`src/rtl/md_divider.sv`:
```
// ---------------------------------------------------------------------------
// md_divider
//   Multi-cycle radix-2 restoring divider serving the RV32M DIV/DIVU/REM/REMU
//   path. A start pulse in IDLE captures the operands. The divider then
//   produces one quotient bit per clock, fixes up the result signs, and
//   presents quotient and remainder together with a one-cycle done flag.
//
//   Divide-by-zero and signed overflow (MIN / -1) skip the iteration and
//   deliver their architectural results one cycle after the start.
//
// Ports
//   clk           in   clock, rising-edge
//   cpurst_n      in   asynchronous active-low reset
//   dividend      in   numerator, sampled on the accepted start edge
//   divider       in   denominator, sampled on the accepted start edge
//   divsigned     in   1 = two's-complement operation, 0 = unsigned
//   diven_p       in   start pulse, honoured only while IDLE
//   quo           out  quotient, registered, held until the next result
//   rem           out  remainder, registered, held until the next result
//   diven         out  busy (CALC or FIX)
//   divout_valid  out  result ready, high for exactly one cycle (DONE)
//   dbg_state     out  current FSM state, for checkers
//
// Handshake: diven_p is a fire-and-forget pulse with no ready. It is taken
// only on an edge where the FSM is in IDLE, and it is dropped silently in
// every other state. divout_valid is a pure decode of DONE and is not
// back-pressured. quo and rem are stable while it is high.
// ---------------------------------------------------------------------------
module md_divider #(
   parameter int DIV_W = 32
) (
   input  logic             clk,
   input  logic             cpurst_n,
   input  logic [DIV_W-1:0] dividend,
   input  logic [DIV_W-1:0] divider,
   input  logic             divsigned,
   input  logic             diven_p,
   output logic [DIV_W-1:0] quo,
   output logic [DIV_W-1:0] rem,
   output logic             diven,
   output logic             divout_valid,
   output logic [1:0]       dbg_state
);

   localparam logic [1:0] IDLE = 2'd0;
   localparam logic [1:0] CALC = 2'd1;
   localparam logic [1:0] FIX  = 2'd2;
   localparam logic [1:0] DONE = 2'd3;

   localparam int CNT_W = $clog2(DIV_W);
   localparam logic [CNT_W-1:0] LAST_ITER = CNT_W'(DIV_W - 1);
   localparam logic [DIV_W-1:0] MIN_NEG   = {1'b1, {(DIV_W-1){1'b0}}};

   logic [1:0]       state_q, state_d;
   logic [CNT_W-1:0] cnt_q, cnt_d;
   logic [DIV_W-1:0] dvd_q, dvd_d;    // shifts out dividend bits, shifts in quotient bits
   logic [DIV_W-1:0] dvs_q, dvs_d;    // |divisor|
   logic [DIV_W-1:0] prem_q, prem_d;  // partial remainder, always < divisor between steps
   logic             qneg_q, qneg_d;
   logic             rneg_q, rneg_d;
   logic [DIV_W-1:0] quo_q, quo_d;
   logic [DIV_W-1:0] rem_q, rem_d;

   // The shifted partial remainder can reach 2*divisor-1, so it needs one
   // extra bit for the borrow test. After a successful subtract the result
   // is below the divisor, so the low DIV_W bits are the whole value.
   logic [DIV_W:0]   shifted;
   logic             no_borrow;
   logic [DIV_W-1:0] trial;

   assign shifted   = {prem_q, dvd_q[DIV_W-1]};
   assign no_borrow = (shifted >= {1'b0, dvs_q});
   assign trial     = shifted[DIV_W-1:0] - dvs_q;

   always_comb begin
      state_d = state_q;
      cnt_d   = cnt_q;
      dvd_d   = dvd_q;
      dvs_d   = dvs_q;
      prem_d  = prem_q;
      qneg_d  = qneg_q;
      rneg_d  = rneg_q;
      quo_d   = quo_q;
      rem_d   = rem_q;

      case (state_q)
         IDLE: begin
            if (diven_p) begin
               if (divider == '0) begin
                  quo_d   = '1;
                  rem_d   = dividend;
                  state_d = DONE;
               end else if (divsigned && (dividend == MIN_NEG) && (divider == '1)) begin
                  quo_d   = MIN_NEG;
                  rem_d   = '0;
                  state_d = DONE;
               end else begin
                  dvd_d   = (divsigned && dividend[DIV_W-1]) ? -dividend : dividend;
                  dvs_d   = (divsigned && divider[DIV_W-1])  ? -divider  : divider;
                  qneg_d  = divsigned & (dividend[DIV_W-1] ^ divider[DIV_W-1]);
                  rneg_d  = divsigned & dividend[DIV_W-1];
                  prem_d  = '0;
                  cnt_d   = '0;
                  state_d = CALC;
               end
            end
         end
         CALC: begin
            if (no_borrow) begin
               prem_d = trial;
               dvd_d  = {dvd_q[DIV_W-2:0], 1'b1};
            end else begin
               prem_d = shifted[DIV_W-1:0];
               dvd_d  = {dvd_q[DIV_W-2:0], 1'b0};
            end
            cnt_d = cnt_q + 1'b1;
            if (cnt_q == LAST_ITER) begin
               state_d = FIX;
            end
         end
         FIX: begin
            // Remainder takes the dividend's sign, giving truncating division.
            quo_d   = qneg_q ? -dvd_q  : dvd_q;
            rem_d   = rneg_q ? -prem_q : prem_q;
            state_d = DONE;
         end
         default: begin
            state_d = IDLE;
         end
      endcase
   end

   always_ff @(posedge clk or negedge cpurst_n) begin
      if (!cpurst_n) begin
         state_q <= IDLE;
         cnt_q   <= '0;
         dvd_q   <= '0;
         dvs_q   <= '0;
         prem_q  <= '0;
         qneg_q  <= 1'b0;
         rneg_q  <= 1'b0;
         quo_q   <= '0;
         rem_q   <= '0;
      end else begin
         state_q <= state_d;
         cnt_q   <= cnt_d;
         dvd_q   <= dvd_d;
         dvs_q   <= dvs_d;
         prem_q  <= prem_d;
         qneg_q  <= qneg_d;
         rneg_q  <= rneg_d;
         quo_q   <= quo_d;
         rem_q   <= rem_d;
      end
   end

   assign quo          = quo_q;
   assign rem          = rem_q;
   assign diven        = (state_q == CALC) || (state_q == FIX);
   assign divout_valid = (state_q == DONE);
   assign dbg_state    = state_q;

endmodule

```
`config.mk`:
```
export PLATFORM = sky130hd
export DESIGN_NAME = md_divider
export DESIGN_NICKNAME = d
export VERILOG_FILES = /design/src/rtl/md_divider.sv
export SDC_FILE = /design/constraint.sdc
export NUM_CORES = 1
export LEC_CHECK = 0
export ABC_AREA = 0
export CORE_UTILIZATION = 58
export CTS_CLUSTER_SIZE = 8
export DETAILED_ROUTE_END_ITERATION = 8
export GPL_TIMING_DRIVEN = 0
export MAX_ROUTING_LAYER = met4
export PLACE_DENSITY = 0.82
export SLEW_MARGIN = 20
export SYNTH_ARGS = -nofsm -noshare
export SYNTH_HDL_FRONTEND = slang
export SYNTH_SLANG_ARGS = --single-unit
export TNS_END_PERCENT = 10
```
`constraint.sdc`:
```
create_clock -name clk -period 3.65 [get_ports clk]
set_input_delay 0.73 -clock clk [delete_from_list [all_inputs] [get_ports clk]]
set_output_delay 0.73 -clock clk [all_outputs]
set_load 0.02 [all_outputs]
```
Yosys cells after proc, flatten, opt, wreduce, memory -nomap -nowiden
Cells that the tools add are included.
{ "totals": {"mem_bits_rw": 0, "latchBits": 0, "out_inout_bits": 68, "n_memories": 0, "in_bits": 68, "rom_bits": 0, "wordCells": 76, "reg_bits": 169} }
{ "classes": {"n_addsub": 6, "bitwise_logic": 5, "multipliers": 0, "mux": 31, "n_shift": 0, "n_lt_le_gt_ge": 1, "reduce_logical": 13, "div": 0, "eq_ne": 11} }
{ "op_table": {"columns": ["operator", "n"], "rows": [
  ["$mux 32", 17],
  ["$pmux 32 s2", 4],
  ["$neg 32->32", 4],
  ["$eq 32x32->1 const B", 2],
  ["$ge 33x32->1", 1],
  ["$logic_not 32->1", 1],
  ["$sub 32x32->32", 1],
  ["$mux 5", 3],
  ["$pmux 5 s2", 1],
  ["$mux 2", 4],
  ["$ne 2x2->1 const B", 4],
  ["$reduce_and 4->1", 2],
  ["$pmux 2 s3", 1],
  ["$add 5x1->5 const B", 1],
  ["$eq 5x5->1 const B", 1],
  ["$eq 2x2->1 const B", 2],
  ["$logic_and 1x1->1", 4],
  ["$reduce_bool 2->1", 2],
  ["$ne 3x3->1 const B", 1],
  ["$reduce_and 3->1", 1],
  ["$and 1x1->1", 2],
  ["$eq 2x1->1 const B", 1],
  ["$logic_not 2->1", 1],
  ["$not 1->1", 2],
  ["other kinds (4)", 4]
]} }

Depth between registers and ports, before layout
{ "depth": {"word_depth": 7, "depth_mapped": 13} }

Worst setup path after synthesis
Ideal clock, no wire load.
{ "synth_path": {"path_kind": "input port to flip-flop", "from": "input dividend[6]", "to": "register rem_q[21] (netlist: rem[21])", "cell_stages": 11, "setup_slack_ns": 0.227, "t_required_ns": 3.524, "arrival_time_ns": 3.297, "cell_sequence": "or4_1 or3_1 or4_1 clkbuf_1 o21ai_2 a21oi_1 or2_1 buf_2 buf_2 a221oi_1 nor2_1"} }
{ "synth_via": {"elab_chain_cells": 5} }
{ "synth_lines": {"columns": ["item", "line_no", "rtl"], "rows": [
  ["start: declaration", "34", "input logic [DIV_W-1:0] dividend,"],
  ["$eq 32x32->1", "93", "end else if (divsigned && (dividend == MIN_NEG) && (divider == '1)) begin"],
  ["$logic_and 1x1->1 (2 in a row)", "93", null],
  ["$ne 3x3->1 (no source line)", null, null],
  ["$reduce_and 3->1 (no source line)", null, null],
  ["end signal: assignment", "153", "rem_q <= rem_d;"],
  ["end: declaration", "62", "logic [DIV_W-1:0] rem_q, rem_d;"]
]} }
Every way passes these cells.
A chain may end at the register's enable or synchronous reset.

Final worst setup path
{ "layout_path": {"from": "input dividend[25]", "to": "register rem_q[26] (netlist: rem[26])"} }
Same word-level chain as after synthesis.

==> impl_metrics.json <==
{
  "status": "complete, but fails checks",
  "violations": "negative setup slack",
  "synth_edf_count": 0,
  "synth_xor_area_share_pct": 10.92,
  "nets": 1727,
  "switching_share_pct": 48.61,
  "wl_mm": 39.97,
  "synth_flop_cell": "dfrtp_1",
  "grt_pass1_vias": 11390,
  "fin_crit_sh_pct": 100.5,
  "comb_power_share_pct": 55.3,
  "maxSlewHeadroom_pct": 27.49,
  "synth_area_leaders": "dfrtp_1 (36%), a21oi_1 (5.9%), xor2_1 (5.7%), o21ai_0 (5.5%), xnor2_1 (5.2%)",
  "path_clk_slew_ns": 0.07,
  "gp_congestion": 0.9659,
  "leakage_nw": 6.329,
  "maxCapViolCount": 0,
  "reg2reg_slack_ns": 0.14,
  "vias": 12040,
  "whs_ns": 0.1953,
  "yosysWarnings": 0,
  "synth.avg_cell_area_um2": 8.140,
  "ys_ff_latch": 169,
  "drt_iter0_markers": 986,
  "dpl_cell_area_um2": 13590,
  "synth-simple-area-share_pct": 17.84,
  "root_buffer": "clkbuf_16",
  "fmax_mhz": 272.6,
  "firstDrtPassIters": 5,
  "io_buffer_count": 133,
  "grt_overflow_total": 0,
  "clkLatencyLatePin_ns": 0.45,
  "clock_path_buffers": 2,
  "n_antenna_cell": 0,
  "core_um2": 19780,
  "drive_above_1_share_pct": 6.450,
  "chipHeight_um": 145.0,
  "ios": 136,
  "avgViaCountPerCell": 6.360,
  "syn2layout_area_growth_pct": 21.00,
  "wire_per_inst_um": 21.12,
  "worstSetupPathType": "input pin to flop",
  "die_w_um": 145.0,
  "crit_path_end_kind": "flop",
  "p_per_area_nw_per_um2": 760.8,
  "ys_types": 68,
  "holdBufCountCts": 0,
  "rsz0062_at_grt": "true",
  "rows": 51,
  "period_minus_slack_ns": 3.668,
  "dpl.hpwl_mm": 31.14,
  "hold_viol": 0,
  "fin_area_um2": 14360,
  "route.detailed.drc": 0,
  "min_path_type": "input pin to asynchronous set/reset pin",
  "finalWorstSetupSlack_ns": -0.01842,
  "r2r-start": "dvd_q[2]",
  "async_reset_ff_share_pct": 100.0,
  "synth_compound_area_share_pct": 25.18,
  "yosysSeqAreaShare_pct": 35.64,
  "dieArea_um2": 21040,
  "setup_viol": 2,
  "grt_start_max_net_pins": 61,
  "syn_inst": 1458,
  "start_util_pct": 59.99,
  "synth_most_common_cell": "dfrtp_1",
  "p_sw_mw": 5.310,
  "drv_slew": 0,
  "setup_tns_ns": -0.03383,
  "antenna_found_initial": 0,
  "cts.sinks": 169,
  "cp-start-kind": "input pin",
  "synth_top_area_share_pct": 35.64,
  "reg2reg_depth": 8,
  "cp_max_fo": 10,
  "yosys-top-cells-count": "dfrtp_1 (169), nand2_1 (165), a21oi_1 (140), nor2_1 (139), o21ai_0 (131)",
  "worstPathArrival_ns": 3.99,
  "p_seq_share_pct": 27.9,
  "p_clk_share_pct": 16.9,
  "required_ns": 3.97,
  "r2r-end": "quo[31]",
  "p_int_mw": 5.614,
  "synth_top_area_cell": "dfrtp_1",
  "cp-endpoint": "rem[26]",
  "grt_pass1_wl_mm": 62.83,
  "numCtsBuffers": 17,
  "synthMuxAreaShare_pct": 0.7591,
  "synth_fa_ha_area_share_pct": 4.702,
  "utilization_pct": 72.59,
  "htreeDepth": 4,
  "crit_path_start": "dividend[25]",
  "synth_top_family_by_area": "compound AO/OA/AOI/OAI gates",
  "cts_tree": "yes",
  "grtUsageTotal_pct": 39.62,
  "netlist_area_um2": 11870,
  "tightest_slew_ns": 1.074,
  "ir_drop_mv": 0.3936,
  "clock-skew-final_ns": 0.01574,
  "drtAntennaViolNets": 0,
  "synth.net_count": 1570,
  "p_total_mw": 10.92
}
[cells by family (layout without fill, tap and decap cells)]
logic type | Yosys count | after routing
buf+inv | 148 | 318
xor+xnor | 148 | 148
compound gates | 487 | 487
simple gates | 453 | 453
fa+ha+maj | 44 | 44
mux | 9 | 9
flops | 169 | 169
[per-stage QoR]
step / worst slack (ns) / cells
after floorplan: 0.2267 / 1458
after global placement: -5.035 / 1856
after detailed placement: -1.094 / 1858
after CTS: 0.005122 / 1893
after global routing: -0.1292 / 1893
final: -0.01842 / 1893
[worst min path at each step]
stage | start | endpoint | slack [ns] | depth (start not counted)
after global routing | cpurst_n | quo[13] | 0.23 | 1
after detailed placement | quo[21] | quo[21] | 0.47 | 1
final | cpurst_n | quo[12] | 0.20 | 1
after CTS | cpurst_n | quo[12] | 0.22 | 1
after global placement | quo[23] | quo[23] | 0.46 | 1
after floorplan | cpurst_n | cnt_q[0] | 0.43 | 0
[cell usage in the layout, fill, tap and decap left out, types with 6 or more instances in the layout]
master / Yosys / layout
or3_1: 18 / 16
buf_4: 2 / 13
nand4_1: 17 / 17
dlymetal6s2s_1: 0 / 8
and3_1: 9 / 9
nand3_1: 15 / 15
clkbuf_1: 61 / 56
o21ai_0: 131 / 129
a21oi_1: 140 / 139
nand2_1: 165 / 164
nor3_1: 20 / 20
mux2i_1: 9 / 9
nor4_1: 9 / 8
nor2_1: 139 / 137
o22ai_1: 34 / 34
buf_2: 21 / 17
or4_1: 15 / 11
o41ai_1: 16 / 16
dfrtp_1: 169 / 169
a211oi_1: 27 / 25
or4_4: 4 / 8
inv_1: 59 / 59
clkdlybuf4s50_1: 0 / 120
a21o_1: 32 / 32
a22oi_1: 26 / 26
nor3b_1: 6 / 6
xor2_1: 77 / 77
a31oi_1: 13 / 13
clkbuf_16: 0 / 17
ha_1: 43 / 43
nand2b_1: 8 / 8
xnor2_1: 71 / 71
o31ai_1: 26 / 26
and2_1: 8 / 8
[power by group through the flow]
stage / clock (mW) / combinational, mW / sequential, mW
after floorplan: 0 / 3.58 / 3.18
after global placement: 0 / 5.67 / 3.04
after detailed placement: 0 / 5.80 / 3.06
after CTS: 1.84 / 5.93 / 3.02
after global routing: 1.90 / 6.56 / 3.11
final: 1.84 / 6.04 / 3.04
[repair_timing]
action                                  in CTS  in global routing
buffers inserted                             4                  1
gates resized for setup                     32                 20
pin swaps                                    3                  2
endpoints found under the setup margin     166                151
[layout make-up]
type / instances / area, um2
buffer: 86 / 386.6
timing repair buffer: 140 / 1444
clock buffer: 18 / 429.2
fill: 1606 / 5421
clock inverter: 14 / 155.1
tap: 265 / 331.6
multi-input combinational: 1141 / 7159
inverter: 60 / 225.2
sequential: 169 / 4229
[critical path: stages]
cell and delay, ns:
clkdlybuf4s50_1 0.52, or4_1 0.56, or3_4 0.43, nand4b_1 0.31, o21ai_2 0.26, a21oi_2 0.15
or2_1 0.28, buf_4 0.22, buf_4 0.21, a221oi_2 0.25, nor2_1 0.07
[sequential cells by signal (all words and copies together) (netlist names)]
signal / flops
dvd_q: 32
dvs_q: 32
rem: 32
quo: 32
cnt_q: 5
dbg_state: 2
prem_q: 32
rneg_q: 1
qneg_q: 1
[layer usage]
metal	wire, um	track usage (%)	vias to the layer above	share of wire [%]
met5	0	-	-	0
met4	2511	23.88	0	6.3
met3	3034	5.849	130	7.6
met2	18250	60.70	635	46
met1	16170	49.71	5721	40
li1	-	-	5553	-
Note: power is estimated with default switching activity, not from simulation.
==> variant: new RTL, config.mk and constraints unchanged <==
Register the outputs `diven` and `divout_valid`, without a reset; this adds one clock of latency there. The other outputs are not delayed to match. Comments in the files are not updated.
--- a/src/rtl/md_divider.sv
+++ b/src/rtl/md_divider.sv
@@ -158,4 +158,6 @@
    assign rem          = rem_q;
-   assign diven        = (state_q == CALC) || (state_q == FIX);
-   assign divout_valid = (state_q == DONE);
+   always_ff @(posedge clk) begin
+      diven        <= (state_q == CALC) || (state_q == FIX);
+      divout_valid <= (state_q == DONE);
+   end
    assign dbg_state    = state_q;
Formal check against the unedited RTL: not equivalent (a bounded check fails within 4 cycles, from zero or initial values and one cycle with cpurst_n low).
==> variant against the original RTL <==
  * The run still ends with setup timing left
  * Register-to-register slack about the same
  * Synthesized area decreased by 0.61%
  * Setup slack better by 0.010 ns
  * Worst hold slack lost 0.057 ns
  * Die area fell by 0.61%
  * Routed wire length is 4.4% lower
  * Sequential power rose by 18%
  * First-iteration DRC count fell by 10%
  * Final area grew 1.8%
  * Power increased by 34%
  * Sequential cell count is 2 higher
  * Fmax is 0.28% higher
  * Critical path type unchanged
  * Highest routed layer unchanged
==> variant: results (changes against the original RTL) <==
Outcome = complete, but fails checks (unchanged)
Failing checks = setup timing (unchanged)
Mux contribution to synthesized area = 0.0171 (was 0.00759)
Post-Syn Area = 11800 um^2 (was 11900 um^2)
Adder-cell area share of the yosys netlist = 0.0473 (was 0.0470)
Worst slew pin tran = 0.905 ns (was 1.07 ns)
Routability cong. = 1.04 (was 0.966)
Final TNS setup = -0.00818 ns (was -0.0338 ns)
Routed len/inst = 21.0 um (was 21.1 um)
Wire length on met2 = 19.1 mm (was 18.3 mm)
GR Layer Usage met3 = 0.0566 (was 0.0585)
Nets = 1656 (was 1727)
Setup violators final = 1 (was 2)
Fin area = 14600 um^2 (was 14400 um^2)
Ys async rst share = 0.988 (was 1.00)
Number of global-route vias before repair = 11000 (was 11400)
Most area-consuming cells after synthesis = dfrtp_1 36%, xnor2_1 6.4%, ha_1 4.6% (was dfrtp_1 36%, a21oi_1 5.9%, xor2_1 5.7%)
Met1 Resource Use GR = 0.422 (was 0.497)
Leak pwr = 6.30 nW (was 6.33 nW)
ClkCell Share = 0.0409 (was 0.0407)
Post-synthesis cell type count = 72 (was 68)
Largest net degree at the start of global routing = 75 (was 61)
Syn Area/Cell = 8.58 um^2 (was 8.14 um^2)
Top cells by count, synth = 169 x dfrtp_1, 131 x nand2_1, 127 x nor2_1 (was 169 x dfrtp_1, 165 x nand2_1, 140 x a21oi_1)
Met2 Use GR = 0.661 (was 0.607)
M1 wire length = 14.2 mm (was 16.2 mm)
Multi-input combinational area share = 0.489 (was 0.499)
Sequential fraction of the synthesis area = 0.362 (was 0.356)
FILL cells = 1472 (was 1606)
Worst Setup Slack, final = -0.00818 ns (was -0.0184 ns)
Vias per inst = 6.31 (was 6.36)
1st-iter DRT viols = 887 (was 986)
Non-clock buffers = 233 (was 226)
Max IR drop VDD = 0.449 mV (was 0.394 mV)
Worst Skew = 0.0119 ns (was 0.0157 ns)
WP data arrival = 3.98 ns (was 3.99 ns)
DP HPWL = 29.6 mm (was 31.1 mm)
variant: cell types whose count changed in the layout (fill, tap and decap cells not counted), sizes merged, moves of 11 or more:
| cell | unedited run | this run |
|---|---|---|
| nand2 | 166 | 131 |
| a21oi | 140 | 87 |
| o31ai | 28 | 39 |
| o22ai | 34 | 2 |
| xor2 | 77 | 60 |
| o21ai | 134 | 118 |
| a221oi | 9 | 21 |
| xnor2 | 71 | 86 |
| a222oi | 0 | 12 |
| a22oi | 26 | 13 |
variant: cells by family (layout without fill, tap and decap cells):
group / after synthesis / after routing
fa+ha+maj: 44 / 44
flops: 171 / 171
compound gates: 429 / 429
mux: 20 / 20
xor+xnor: 146 / 146
simple gates: 414 / 414
buf+inv: 151 / 333
variant: metrics by stage:
stage / power, W / setup slack, ns
after floorplan: 0.00926 / 0.257
after detailed placement: 0.0120 / -1.11
after global placement: 0.0118 / -4.85
after global routing: 0.0156 / -0.0524
final: 0.0146 / -0.00818
after CTS: 0.0143 / 0.000594
variant: power groups by stage:
stage | Sequential, W | Combinational, W | Clock (W)
after floorplan | 0.00371 | 0.00554 | 0
after global placement | 0.00355 | 0.00826 | 0
after detailed placement | 0.00358 | 0.00846 | 0
after CTS | 0.00355 | 0.00885 | 0.00186
after global routing | 0.00367 | 0.00997 | 0.00195
final | 0.00358 | 0.00918 | 0.00187
variant: path summary, 6_finish.rpt:
path	slack [ns]	cells past startpoint	endpoint	from
max in group asynchronous	2.52	3	dvs_q[3]	cpurst_n
worst min register to register	0.48	1	quo[14]	quo[14]
worst max-delay path	-0.008	11	dvd_q[10]	dividend[6]
min in group clk	0.48	1	quo[14]	quo[14]
worst max register to register	0.14	11	prem_q[1]	prem_q[0]
worst min-delay path	0.14	1	dbg_state[0]	cpurst_n
